--- src/rtl/hazard_scoreboard.sv ---
// hazard_scoreboard
// ID-stage hazard scoreboard. Tracks in-flight writers in a shadow pipeline
// of DEPTH slots (slot 0 = EXE ... slot DEPTH-1 = WB). From that state it
// decides, per source operand, whether ID must stall and, in forwarding mode,
// which stage the operand is taken from. A saturating counter records the
// number of cycles spent stalled.
module hazard_scoreboard #(
  parameter int ADDR_W     = 4,   // register address width
  parameter int DEPTH      = 3,   // shadow slots after ID, 2..7
  parameter int LOAD_STAGE = 1,   // first slot where load data can be forwarded
  parameter int SEL_W      = 3,   // forwarding select width, 2**SEL_W > DEPTH
  parameter int CNT_W      = 16   // stall counter width
) (
  input  logic              clk,
  input  logic              rst,
  input  logic              fwd_en,
  input  logic              ignore_hazard,
  input  logic              id_valid,
  input  logic [ADDR_W-1:0] src1,
  input  logic [ADDR_W-1:0] src2,
  input  logic              two_src,
  input  logic [ADDR_W-1:0] id_dest,
  input  logic              id_wb_en,
  input  logic              id_mem_read,
  input  logic              flush,
  input  logic              freeze,
  output logic              hazard_detected,
  output logic [SEL_W-1:0]  fwd_sel1,
  output logic [SEL_W-1:0]  fwd_sel2,
  output logic [CNT_W-1:0]  stall_count
);

  // Shadow pipeline state, one entry per stage after ID.
  logic [DEPTH-1:0]  r_valid;
  logic [DEPTH-1:0]  r_wb_en;
  logic [DEPTH-1:0]  r_mem_read;
  logic [ADDR_W-1:0] r_dest [DEPTH];
  logic [CNT_W-1:0]  r_stall_cnt;

  // Per-slot match vectors for each source operand.
  logic [DEPTH-1:0]  w_match1;
  logic [DEPTH-1:0]  w_match2;

  // Resolved per-source decisions: {hazard, select}.
  logic [SEL_W:0]    w_res1;
  logic [SEL_W:0]    w_res2;
  logic              w_hazard;
  logic              w_issue;

  // A slot matches a source when it holds a live writer of that register.
  // Operand-use gating (two_src) is applied later, in resolve().
  for (genvar gi = 0; gi < DEPTH; gi++) begin : g_match
    assign w_match1[gi] = r_valid[gi] & r_wb_en[gi] & (r_dest[gi] == src1);
    assign w_match2[gi] = r_valid[gi] & r_wb_en[gi] & (r_dest[gi] == src2);
  end

  // Turn a match vector into a {hazard, fwd_sel} pair. The scan runs from
  // the oldest slot towards slot 0 so the youngest (lowest index) match is
  // the one left standing, which is the value the program actually expects.
  function automatic logic [SEL_W:0] resolve(
    input logic [DEPTH-1:0] match,
    input logic             used,
    input logic             fwd,
    input logic [DEPTH-1:0] is_load
  );
    logic             found;
    int               youngest;
    logic             haz;
    logic [SEL_W-1:0] sel;
    found    = 1'b0;
    youngest = 0;
    haz      = 1'b0;
    sel      = '0;
    for (int s = DEPTH - 1; s >= 0; s--) begin
      if (match[s]) begin
        found    = 1'b1;
        youngest = s;
      end
    end
    if (used && found) begin
      if (!fwd) begin
        // Without forwarding, only the WB slot is safe: the register file
        // writes in the first half-cycle, so ID reads the new value.
        haz = (youngest <= DEPTH - 2);
      end else if (is_load[youngest] && (youngest < LOAD_STAGE)) begin
        // Load data does not exist yet at this stage: wait for it.
        haz = 1'b1;
      end else begin
        sel = SEL_W'(youngest) + SEL_W'(1);
      end
    end
    return {haz, sel};
  endfunction

  // Per-source resolution and the combined stall decision.
  always_comb begin
    w_res1   = resolve(w_match1, 1'b1,    fwd_en, r_mem_read);
    w_res2   = resolve(w_match2, two_src, fwd_en, r_mem_read);
    w_hazard = !ignore_hazard & id_valid & (w_res1[SEL_W] | w_res2[SEL_W]);
    // A stalled or flushed ID instruction leaves a bubble behind it.
    w_issue  = id_valid & !w_hazard & !flush;
  end

  assign hazard_detected = w_hazard;
  assign fwd_sel1        = w_res1[SEL_W-1:0];
  assign fwd_sel2        = w_res2[SEL_W-1:0];
  assign stall_count     = r_stall_cnt;

  // Advance the shadow pipeline; freeze holds every slot in place.
  always_ff @(posedge clk or posedge rst) begin
    if (rst) begin
      r_valid    <= '0;
      r_wb_en    <= '0;
      r_mem_read <= '0;
      for (int i = 0; i < DEPTH; i++) begin
        r_dest[i] <= '0;
      end
    end else if (!freeze) begin
      for (int i = 1; i < DEPTH; i++) begin
        r_valid[i]    <= r_valid[i-1];
        r_wb_en[i]    <= r_wb_en[i-1];
        r_mem_read[i] <= r_mem_read[i-1];
        r_dest[i]     <= r_dest[i-1];
      end
      r_valid[0]    <= w_issue;
      r_wb_en[0]    <= w_issue & id_wb_en;
      r_mem_read[0] <= w_issue & id_mem_read;
      r_dest[0]     <= id_dest;
    end
  end

  // Count stall cycles, saturating at the all-ones value.
  always_ff @(posedge clk or posedge rst) begin
    if (rst) begin
      r_stall_cnt <= '0;
    end else if (w_hazard && !freeze && (r_stall_cnt != {CNT_W{1'b1}})) begin
      r_stall_cnt <= r_stall_cnt + CNT_W'(1);
    end
  end

endmodule

--- config.mk ---
export PLATFORM = sky130hd
export DESIGN_NAME = hazard_scoreboard
export DESIGN_NICKNAME = d
export VERILOG_FILES = /design/src/rtl/hazard_scoreboard.sv
export SDC_FILE = /design/constraint.sdc
export NUM_CORES = 1
export LEC_CHECK = 0
export CAP_MARGIN = 20
export CORE_MARGIN = 2
export CORE_UTILIZATION = 25
export CTS_CLUSTER_SIZE = 12
export DETAILED_ROUTE_END_ITERATION = 8
export PLACE_DENSITY = 0.51
export SLEW_MARGIN = 10
export SYNTH_ARGS = -nofsm -noshare
export SYNTH_HDL_FRONTEND = slang
export SYNTH_SLANG_ARGS = --single-unit
export TNS_END_PERCENT = 20
--- constraint.sdc ---
create_clock -name clk -period 4 [get_ports clk]
set_clock_uncertainty 0.05 [all_clocks]
set_input_delay 0.8 -clock clk [delete_from_list [all_inputs] [get_ports clk]]
set_output_delay 0.8 -clock clk [all_outputs]
set_load 0.03 [all_outputs]
Yosys cells after proc, flatten, opt, wreduce, memory -nomap -nowiden
Cells that the tools add are included.

Add/sub/neg operators: 3. $lt $le $gt $ge: 6. Equality and inequality tests: 7. Mux-type cells: 30. Bitwise logic cells: 16. Reductions and logical operators: 9.

Operators with widths (count): $mux W32 (4); $le A32 B2 Y1 const B (2); $lt A32 B2 Y1 const B (2); $lt A32 B4 Y1 const B (2); $eq A4 B4 Y1 (6); $mux W3 (6); $add A16 B1 Y16 const B (1); $mux W1 (16); $ne A16 B16 Y1 const B (1); $and A1 B1 Y1 (15); $add A3 B2 Y3 const B (2); $logic_and A1 B1 Y1 (5); $bmux W1 S2 (2); $logic_not A1 Y1 (4); $mux W2 (2); $or A1 B1 Y1 (1).

Register bits: 37. Input bits: 22. Output and inout bits: 23.

Logic depth before layout (Yosys ltp)
Gate-level depths: netlist of run 1.

Word-level depth: 18. Gate-level depth with buffers: 13. Depth with buffers taken out: 12.

Least setup slack after synthesis of run 1
OpenSTA, ideal clock, no wires.

Path kind: input-to-output. From: in src2[2]. To: out hazard_detected. Arrival: 2650 ps. Data required time: 3150 ps. Setup slack: 500 ps. Stages: 11. Buffers on the path: 0. Cell sequence: xor2_1 -> nor3_1 -> nand2_1 -> nor3_1 -> inv_1 -> ha_1 -> o211ai_1 -> a311oi_2 -> a221oi_2 -> nor2_1 -> and2_1.

Word-level cells in the longest chain between the ends: 14.

Ends and longest elaborated chain: from (decl) (RTL line 20) `input logic [ADDR_W-1:0] src2,`; branches (longest 11 deep; another with $lt A32 B2 Y1); $mux W1 * (RTL line 80) `if (used && found) begin`; $or A1 B1 Y1 * (RTL line 99) `w_hazard = !ignore_hazard & id_valid & (w_res1[SEL_W] | w_res2[SEL_W]);`; $and A1 B1 Y1 * (RTL line 99); to (decl) (RTL line 27) `output logic hazard_detected,`.

Mark *: on every way between the ends. The select of a mux whose other input is x is not followed.

Worst setup path after layout of run 1
From: in src1[1]. To: out hazard_detected.

Word-level cells in the longest chain between the ends: 14.

Ends and longest elaborated chain: from (decl) (RTL line 19) `input logic [ADDR_W-1:0] src1,`; branches (longest 11 deep; another with $lt A32 B2 Y1); $mux W1 * (RTL line 80); $or A1 B1 Y1 * (RTL line 99); $and A1 B1 Y1 * (RTL line 99).

Marks and branches as above.

==> flow_summary.json, run 1 <==
{
  "run_status": "complete, no violations",
  "cts-root-buf": "clkbuf_8",
  "cts_sinks": 37,
  "antenna_found_initial": 0,
  "async_reset_ff_share_pct": 100,
  "critical_path.top_delay_family": "simple AND/OR/NAND/NOR gates",
  "power_density_nw_per_um2": 298,
  "first_pass_iters": 2,
  "syn-num-nets": 224,
  "fin_cells": 381,
  "cp.required_ps": 3150,
  "drive_above_1_share_pct": 27.5,
  "h-tree-depth": 2,
  "top_level_ports": 45,
  "die_h_um": 96.6,
  "drt_wl_total_um": 4810,
  "fin_area_sq_um": 3040,
  "grt_usage_pct": 11.1,
  "cp-end-kind": "output pin",
  "rows": 33,
  "dieArea_sq_um": 9320,
  "critPathKind": "primary input to output pin",
  "synth_seq_cells": 37,
  "clock_path_buffers": 2,
  "die_x_um": 96.6,
  "rsz0062_at_grt": "no",
  "ant_nets": 0,
  "worstMarginPinSlew_ps": 473,
  "maxCapViolations": 0,
  "slowest_stage": "dlygate4sd2_1",
  "layout_commonest_cell": "dfrtp_1",
  "ys.flop_type": "dfrtp_1",
  "reg2reg_to": "stall_count[1]",
  "hold_path_class": "flop to flop",
  "placed_cells": 370,
  "grt_pass1_wl_um": 7900,
  "final-setup-viol-count": 0,
  "grt_max_degree": 38,
  "finalCritPeriodShare_pct": 93.5,
  "core_area_sq_um": 8260,
  "antenna_cells": 0,
  "yosys_warnings": 0,
  "postLayoutCoreUtil_pct": 36.8,
  "synthTopCellsByArea": "dfrtp_1 43%, xnor2_1 12%, mux2_2 9.5%",
  "layout_common_cells": "37 x dfrtp_1, 36 x buf_4, 29 x xnor2_1, 29 x clkdlybuf4s50_1, 18 x mux2_2",
  "overflow": 0,
  "cts_buffers": 5,
  "nets": 302,
  "syn_avg_cell_area_sq_um": 10.9,
  "io_buffers": 44,
  "setup_tns_ps": 0,
  "avgViaCountPerCell": 4.45,
  "start_util_pct": 25.9,
  "critPathBufInv": 3,
  "multiInputGateArea_sq_um": 1180,
  "ir_drop_mv": 0.148,
  "hold_ws_ps": 440,
  "cts_tree": "yes",
  "synth-edff-count": 0,
  "drv_slew": 0,
  "crit_fanout": 3,
  "yosysTopAreaCell": "dfrtp_1",
  "postSynthCellCount": 197,
  "finalWeightedCongestion": 0.827,
  "n_fill_cell": 857,
  "clk_pin_slew_ps": 80,
  "ys_types": 37,
  "startpoint_type": "primary input",
  "layout.area.seq_sq_um": 926,
  "drtIter0Drc": 54,
  "placed_area_sq_um": 2880,
  "fmax_ghz": 0.267,
  "crit_arrival_ps": 2890,
  "critical_path.endpoint": "hazard_detected",
  "drc_errors": 0,
  "syn2layout_area_growth_pct": 42.0,
  "max_slew_margin_pct": 68.2,
  "synth_top_cell_area_share_pct": 43.2,
  "r2r_slack_ps": 1060,
  "p_leak_uw": 0.00135,
  "vias": 1695,
  "slowest_delay_ps": 280,
  "finalHoldViolCount": 0,
  "path_cells": "dlygate4sd2_1 > xnor2_1 > nand3_1 > nor3_2 > and2_1 > inv_1 > ha_1 > a2bb2oi_1 > a221oi_2 > nor2_1 > and2_4 > buf_6",
  "insertion_delay_ps": 300,
  "rr_worst_depth": 12,
  "startpoint": "src1[1]",
  "worst-path-stages": 12,
  "grt_pass1_vias": 1677,
  "wire_per_inst_um": 12.6,
  "timing.final.crit_period_ps": 3740,
  "dp_hpwl_um": 3770,
  "r2r_start": "r_dest[1]",
  "synthesis.area_sq_um": 2140,
  "yosysSeqAreaShare_pct": 43.2
}
cells in the mapped netlist, types with 2 or more instances:
library cell,number
nor2_1,11
nand2_1,14
nor3_1,5
dfrtp_1,37
xnor2_1,29
nor3_2,2
and4_1,3
mux2_2,18
nand4_2,2
nand4_1,8
ha_1,5
and3_1,4
and2_1,8
a221oi_2,2
o21ai_0,2
a22o_1,2
a21oi_1,2
inv_1,9
xor2_1,10
nand3_1,7
sequential cells by signal (all words and copies together) (netlist names):
signal and count:
r_wb_en 3, r_dest 12, r_valid 3, stall_count 16, r_mem_read 3
power by group:
group	switching, uW	total (uW)	internal, uW	leakage [uW]
clock network	145	332	187	0.0000585
logic	62.8	142	79.7	0.000809
registers	30.4	431	401	0.000484
total	238	906	667	0.00135
cells by family (layout without fill, tap and decap cells):
logic type / count (synthesis) / count (layout) / share of synthesized area (%)
compound gates: 16 / 16 / 6.48
xor+xnor: 39 / 39 / 15.9
fa+ha+maj: 5 / 5 / 2.92
buf+inv: 12 / 91 / 2.45
flops: 37 / 37 / 43.2
mux: 19 / 19 / 9.93
simple gates: 69 / 69 / 19.0
metrics by stage:
| step | setup slack, ps | total power (uW) |
|---|---|---|
| 5_1_grt | 18.2 | 955 |
| 3_5_place_dp | -587 | 583 |
| 2_1_floorplan | 500 | 522 |
| 6_report | 261 | 906 |
| 4_1_cts | 6.16 | 918 |
| 3_3_place_gp | -486 | 582 |
routing by layer:
| metal | global-route usage [%] | vias to the layer above | share of wire (%) |
|---|---|---|---|
| li1 | - | 847 | - |
| met1 | 14.1 | 814 | 47 |
| met2 | 18.1 | 24 | 48 |
| met3 | 2.56 | 10 | 3.1 |
| met4 | 4.93 | 0 | 2.2 |
| met5 | 0 | - | 0 |
area by class of cell:
cell class	instances	area share, %
Clock buffer	5	2.26
Clock inverter	3	1.44
Multi-Input combinational cell	148	39.0
Sequential cell	37	30.4
Timing Repair Buffer	74	21.5
Inverter	9	1.11
Tap cell	105	4.32
timing repair:
action	4_1_cts	5_1_grt
setup buffers	2	1
cloned	0	0
pin swaps	2	7
hold endpoints to repair	0	0
endpoints found under the setup margin	1	1
hold buffers	0	0
gates resized for setup	13	7
worst min-delay path by stage:
stage                     slack [ps]         endpoint            start  cells after the start
after detailed placement         430  stall_count[14]  stall_count[14]                      1
after floorplan                  420       r_valid[0]       r_valid[0]                      1
after global placement           430  stall_count[10]  stall_count[10]                      1
final                            440  stall_count[14]  stall_count[14]                      1
after CTS                        450  stall_count[14]  stall_count[14]                      1
after global routing             470  stall_count[14]  stall_count[14]                      1
No activity file was read; power rests on OpenSTA's default activity.
==> inputs of run 2 (changes only) <==
- clock period: 4 -> 4.32 ns (I/O delays scaled with it)
==> run 2 against run 1 <==
  * Via count shrank 1.8%
  * Final area fell by 0.95%
  * Clock-buffer cell count is the same
  * Setup slack lost 54 ps
  * Sequential share of layout area increased by 0.29 points
  * Cell count shrank 1.0%
  * Wire length decreased by 2.8%
  * Clock power decreased by 6.0%
  * Critical path type unchanged
  * Largest cell class unchanged
==> flow_summary.json, run 2 (synthesis gave the netlist of run 1 again) <==
{
  "grt_pass1_wl_um": 7670,
  "p_comb_share_pct": 15.7,
  "hold_ws_ps": 444,
  "top_level_ports": 45,
  "clock_path_buffers": 2,
  "max_slew_margin_pct": 68.4,
  "core_area_sq_um": 8260,
  "ir_drop_mv": 0.105,
  "drc_errors": 0,
  "crit_fanout": 2,
  "top_layer_used": "met4",
  "antenna_found_initial": 0,
  "crit_arrival_ps": 3200,
  "cp.required_ps": 3410,
  "layout.area.seq_sq_um": 926,
  "grt_pass1_vias": 1656,
  "r2r_slack_ps": 1450,
  "startpoint_type": "primary input",
  "die_x_um": 96.6,
  "worstHoldEndpoint": "stall_count[11]",
  "final-setup-viol-count": 0,
  "cp-end-kind": "output pin",
  "cts_tree": "yes",
  "avgViaCountPerCell": 4.41,
  "cts-root-buf": "clkbuf_8",
  "grt_max_degree": 38,
  "run_status": "complete, no violations",
  "cts_buffers": 5,
  "largest_reg_flops": 16,
  "grt_usage_pct": 10.7,
  "wl_met2_um": 2210,
  "wl_met1_um": 2260,
  "setup_tns_ps": 0,
  "antenna_cells": 0,
  "seqPwrFrac_pct": 47.3,
  "finalCritPeriodShare_pct": 95.2,
  "switching_share_pct": 26.6,
  "worst_path_most_repeated_cell": "nor2_1",
  "slowest_stage": "clkdlybuf4s50_1",
  "critical_path.top_delay_family": "simple AND/OR/NAND/NOR gates",
  "dp_hpwl_um": 3690,
  "wire_per_inst_um": 12.4,
  "startpoint": "src1[0]",
  "reg2reg_to": "stall_count[1]",
  "critPathBufInv": 3,
  "r2r_start": "r_dest[9]",
  "p_sw_uw": 224,
  "overflow": 0,
  "p_leak_uw": 0.00133,
  "vias": 1664,
  "slowest_delay_ps": 510,
  "rr_worst_depth": 13,
  "nets": 298,
  "clkPwrFrac_pct": 37.0,
  "hold_path_class": "flop to flop",
  "finalHoldViolCount": 0,
  "syn2layout_area_growth_pct": 40.7,
  "die_h_um": 96.6,
  "drv_slew": 0,
  "cts_sinks": 37,
  "io_buffers": 44,
  "power_density_nw_per_um2": 280,
  "drt_wl_total_um": 4670,
  "rsz0062_at_grt": "no",
  "fmax_ghz": 0.243,
  "start_util_pct": 25.9,
  "met3_length_um": 123,
  "n_fill_cell": 850,
  "timing.final.crit_period_ps": 4110,
  "h-tree-depth": 2,
  "first_pass_iters": 4,
  "worstHoldPathCells": 1,
  "drive_above_1_share_pct": 25.4,
  "layout_common_cells": "37 x clkdlybuf4s50_1, 37 x dfrtp_1, 29 x xnor2_1, 29 x buf_4, 18 x mux2_2",
  "finalWeightedCongestion": 0.863,
  "critPathKind": "primary input to output pin",
  "min_from": "stall_count[11]",
  "insertion_delay_ps": 300,
  "maxCapViolations": 0,
  "rows": 33,
  "p_int_uw": 620,
  "dieArea_sq_um": 9320,
  "path_cells": "clkdlybuf4s50_1 > xor2_1 > nor2_1 > and4_1 > nor2_2 > and2_4 > inv_1 > ha_1 > a2bb2oi_1 > a221oi_2 > nor2_1 > and2_1 > buf_2",
  "ant_nets": 0,
  "drtIter0Drc": 47,
  "multiInputGateArea_sq_um": 1180,
  "worstMarginPinSlew_ps": 474,
  "clk_pin_slew_ps": 80
}
## run 2: layer usage
layer | GRT usage (%) | up-vias
met5 | 0 | -
met4 | 3.87 | 0
met3 | 2.33 | 6
met2 | 17.2 | 21
met1 | 14.3 | 797
li1 | - | 840
## run 2: what timing repair did
action	in CTS	in global routing
setup endpoints to repair	1	3
hold buffers	0	0
pin swaps	0	2
buffers inserted	0	0
gates resized for setup	5	7
## run 2: metrics by stage
stage / util, % / total power [uW] / instance area [sq um] / worst slack [ps] / cells
global route: 36.5 / 884 / 3010 / 14.1 / 377
CTS: 36.4 / 855 / 3010 / 25.6 / 377
finish: 36.5 / 844 / 3010 / 206 / 377
global placement: 34.9 / 539 / 2880 / -300 / 369
floorplan: - / 483 / 2140 / 692 / 197
detailed placement: 34.9 / 540 / 2880 / -388 / 369
## run 2: how the worst max path moves through the flow
stage | to | slack [ps] | cells after the start
6_report | hazard_detected | 210 | 13
2_1_floorplan | hazard_detected | 690 | 11
3_5_place_dp | hazard_detected | -390 | 13
3_3_place_gp | hazard_detected | -300 | 13
4_1_cts | hazard_detected | 30 | 13
5_1_grt | hazard_detected | 10 | 13
## run 2: layout make-up
type                            instances  area share [%]
Timing Repair Buffer                   70            20.9
Clock inverter                          3            1.45
Multi-Input combinational cell        148            39.1
Clock buffer                            5            2.28
Tap cell                              105            4.36
Inverter                                9            1.12
Sequential cell                        37            30.7
## run 2: worst reg2reg max path: stages (launching register included)
cell and delay (ps):
dfrtp_1 430, xor2_1 180, nor2_1 140, and4_1 250
nor3_2 60, inv_1 50, ha_1 160, o211ai_1 110
a311oi_2 270, a221oi_2 70, buf_4 150, nor4_4 220
buf_4 250, mux2_2 360
## run 2: power by group through the flow
stage          Sequential, uW  Combinational [uW]  Clock (uW)
5_1_grt                   403                 145         336
4_1_cts                   399                 136         320
3_5_place_dp              406                 134           0
2_1_floorplan             401                82.2           0
6_report                  399                 133         312
3_3_place_gp              406                 133           0
==> inputs of run 3 (changes only) <==
- SETUP_SLACK_MARGIN: default -> 0.3
==> run 3 against run 2 <==
  * Power is essentially flat
  * Cell count is the same
  * Core utilization shrank 0.15 points
  * Sequential share of layout area grew 0.13 points
  * Clock power is essentially flat
  * Largest cell class unchanged
==> flow_summary.json, run 3 (synthesis gave the netlist of run 1 again) <==
{
  "cts-root-buf": "clkbuf_8",
  "cts_sinks": 37,
  "setup_tns_ps": 0,
  "ir_drop_mv": 0.105,
  "nets": 298,
  "layout.area.seq_sq_um": 926,
  "die_x_um": 96.6,
  "fmax_ghz": 0.242,
  "grt_pass1_wl_um": 7670,
  "wire_per_inst_um": 12.4,
  "maxCapViolations": 0,
  "core_area_sq_um": 8260,
  "die_h_um": 96.6,
  "hold_path_class": "flop to flop",
  "drc_errors": 0,
  "multiInputGateArea_sq_um": 1170,
  "clk_pin_slew_ps": 80,
  "ctsHoldBuffers": 0,
  "vias": 1672,
  "rsz0062_at_grt": "yes",
  "n_fill_cell": 852,
  "cts_tree": "yes",
  "crit_arrival_ps": 3220,
  "cts_buffers": 5,
  "min_from": "stall_count[11]",
  "rr_worst_depth": 13,
  "cp-end-kind": "output pin",
  "drv_slew": 0,
  "start_util_pct": 25.9,
  "ant_nets": 0,
  "worstHoldPathCells": 1,
  "crit_fanout": 2,
  "overflow": 0,
  "postCtsSetupBuffers": 0,
  "first_pass_iters": 4,
  "cp.required_ps": 3410,
  "drtIter0Drc": 46,
  "antenna_cells": 0,
  "dieArea_sq_um": 9320,
  "critPathKind": "primary input to output pin",
  "finalHoldViolCount": 0,
  "reg2reg_to": "stall_count[1]",
  "p_leak_uw": 0.00132,
  "max_slew_margin_pct": 68.4,
  "drt_wl_total_um": 4660,
  "timing.final.crit_period_ps": 4130,
  "run_status": "complete, no violations",
  "layout_common_cells": "37 x clkdlybuf4s50_1, 37 x dfrtp_1, 29 x xnor2_1, 29 x buf_4, 18 x mux2_2",
  "top_level_ports": 45,
  "place_ws_ps": -388,
  "rows": 33,
  "worstHoldEndpoint": "stall_count[11]",
  "power_density_nw_per_um2": 281,
  "largest_reg_flops": 16,
  "avgViaCountPerCell": 4.44,
  "worstMarginPinSlew_ps": 474,
  "grt_usage_pct": 10.7,
  "syn2layout_area_growth_pct": 40.1,
  "dp_hpwl_um": 3690,
  "clock_path_buffers": 2,
  "postLayoutCoreUtil_pct": 36.3,
  "io_buffers": 44,
  "insertion_delay_ps": 300,
  "r2r_slack_ps": 1450,
  "finalWeightedCongestion": 0.863,
  "startpoint_type": "primary input",
  "final-setup-viol-count": 0,
  "antenna_found_initial": 0,
  "grt_max_degree": 38,
  "drive_above_1_share_pct": 25.0,
  "h-tree-depth": 2,
  "r2r_start": "r_dest[4]",
  "setup_ws_ps": 186,
  "finalCritPeriodShare_pct": 95.7,
  "grt_pass1_vias": 1656
}
==> run 3: cell types whose count changed in the layout (fill, tap and decap cells not counted), sizes merged <==
| cell | previous run | this run |
|---|---|---|
| clkbuf | 5 | 6 |
| dlymetal6s2s | 3 | 2 |
==> run 3: through the flow <==
stage	total power, uW	instance area, sq um	cells	hold WS, ps
final	844	3000	377	444
after global routing	884	3000	377	476
after CTS	855	3000	377	452
after detailed placement	540	2880	369	440
after global placement	539	2880	369	428
after floorplan	483	2140	197	422
==> run 3: worst max-delay path, cell delays in order <==
cell and delay [ps]:
clkdlybuf4s50_1 510, xor2_1 170, nor2_1 80, and4_1 220, nor2_1 130, and2_1 160, inv_1 50, ha_1 190
a2bb2oi_1 150, a221oi_2 280, nor2_1 90, and2_1 170, buf_2 170
==> run 3: timing repair <==
action,4_1_cts,5_1_grt
endpoints found under the setup margin,4,4
resized for setup,8,4
pin swaps,1,0
gates cloned,0,0
==> run 3: how the worst max path moves through the flow <==
stage                 start         endpoint  slack, ps  depth (start not counted)
floorplan           src2[2]  hazard_detected        690                         11
global placement    src2[1]  hazard_detected       -300                         13
detailed placement  src2[1]  hazard_detected       -390                         13
CTS                 src2[3]      fwd_sel2[2]         90                         10
global route        src2[1]  hazard_detected        -20                         13
finish              src1[0]  hazard_detected        190                         13
==> run 3: power by group <==
group / internal, uW / total [uW] / leakage (uW) / switching (uW)
sequential: 371 / 399 / 0.000484 / 28.1
combinational: 75.5 / 133 / 0.000780 / 57.2
clock: 173 / 312 / 0.0000585 / 139
total: 620 / 844 / 0.00132 / 224
==> run 3: layout make-up <==
| cell class | instances | area share [%] |
|---|---|---|
| inverter | 9 | 1.13 |
| clock inverter | 3 | 1.46 |
| tap | 105 | 4.38 |
| multi-input combinational | 148 | 39.1 |
| clock buffer | 5 | 2.29 |
| sequential | 37 | 30.9 |
| timing repair buffer | 70 | 20.8 |
==> run 3: metal layers <==
layer	wire length, um	GRT usage (%)	up-vias
met5	0	0	-
met2	2220	17.2	27
li1	-	-	840
met3	137	2.33	6
met4	78	3.87	0
met1	2220	14.3	799
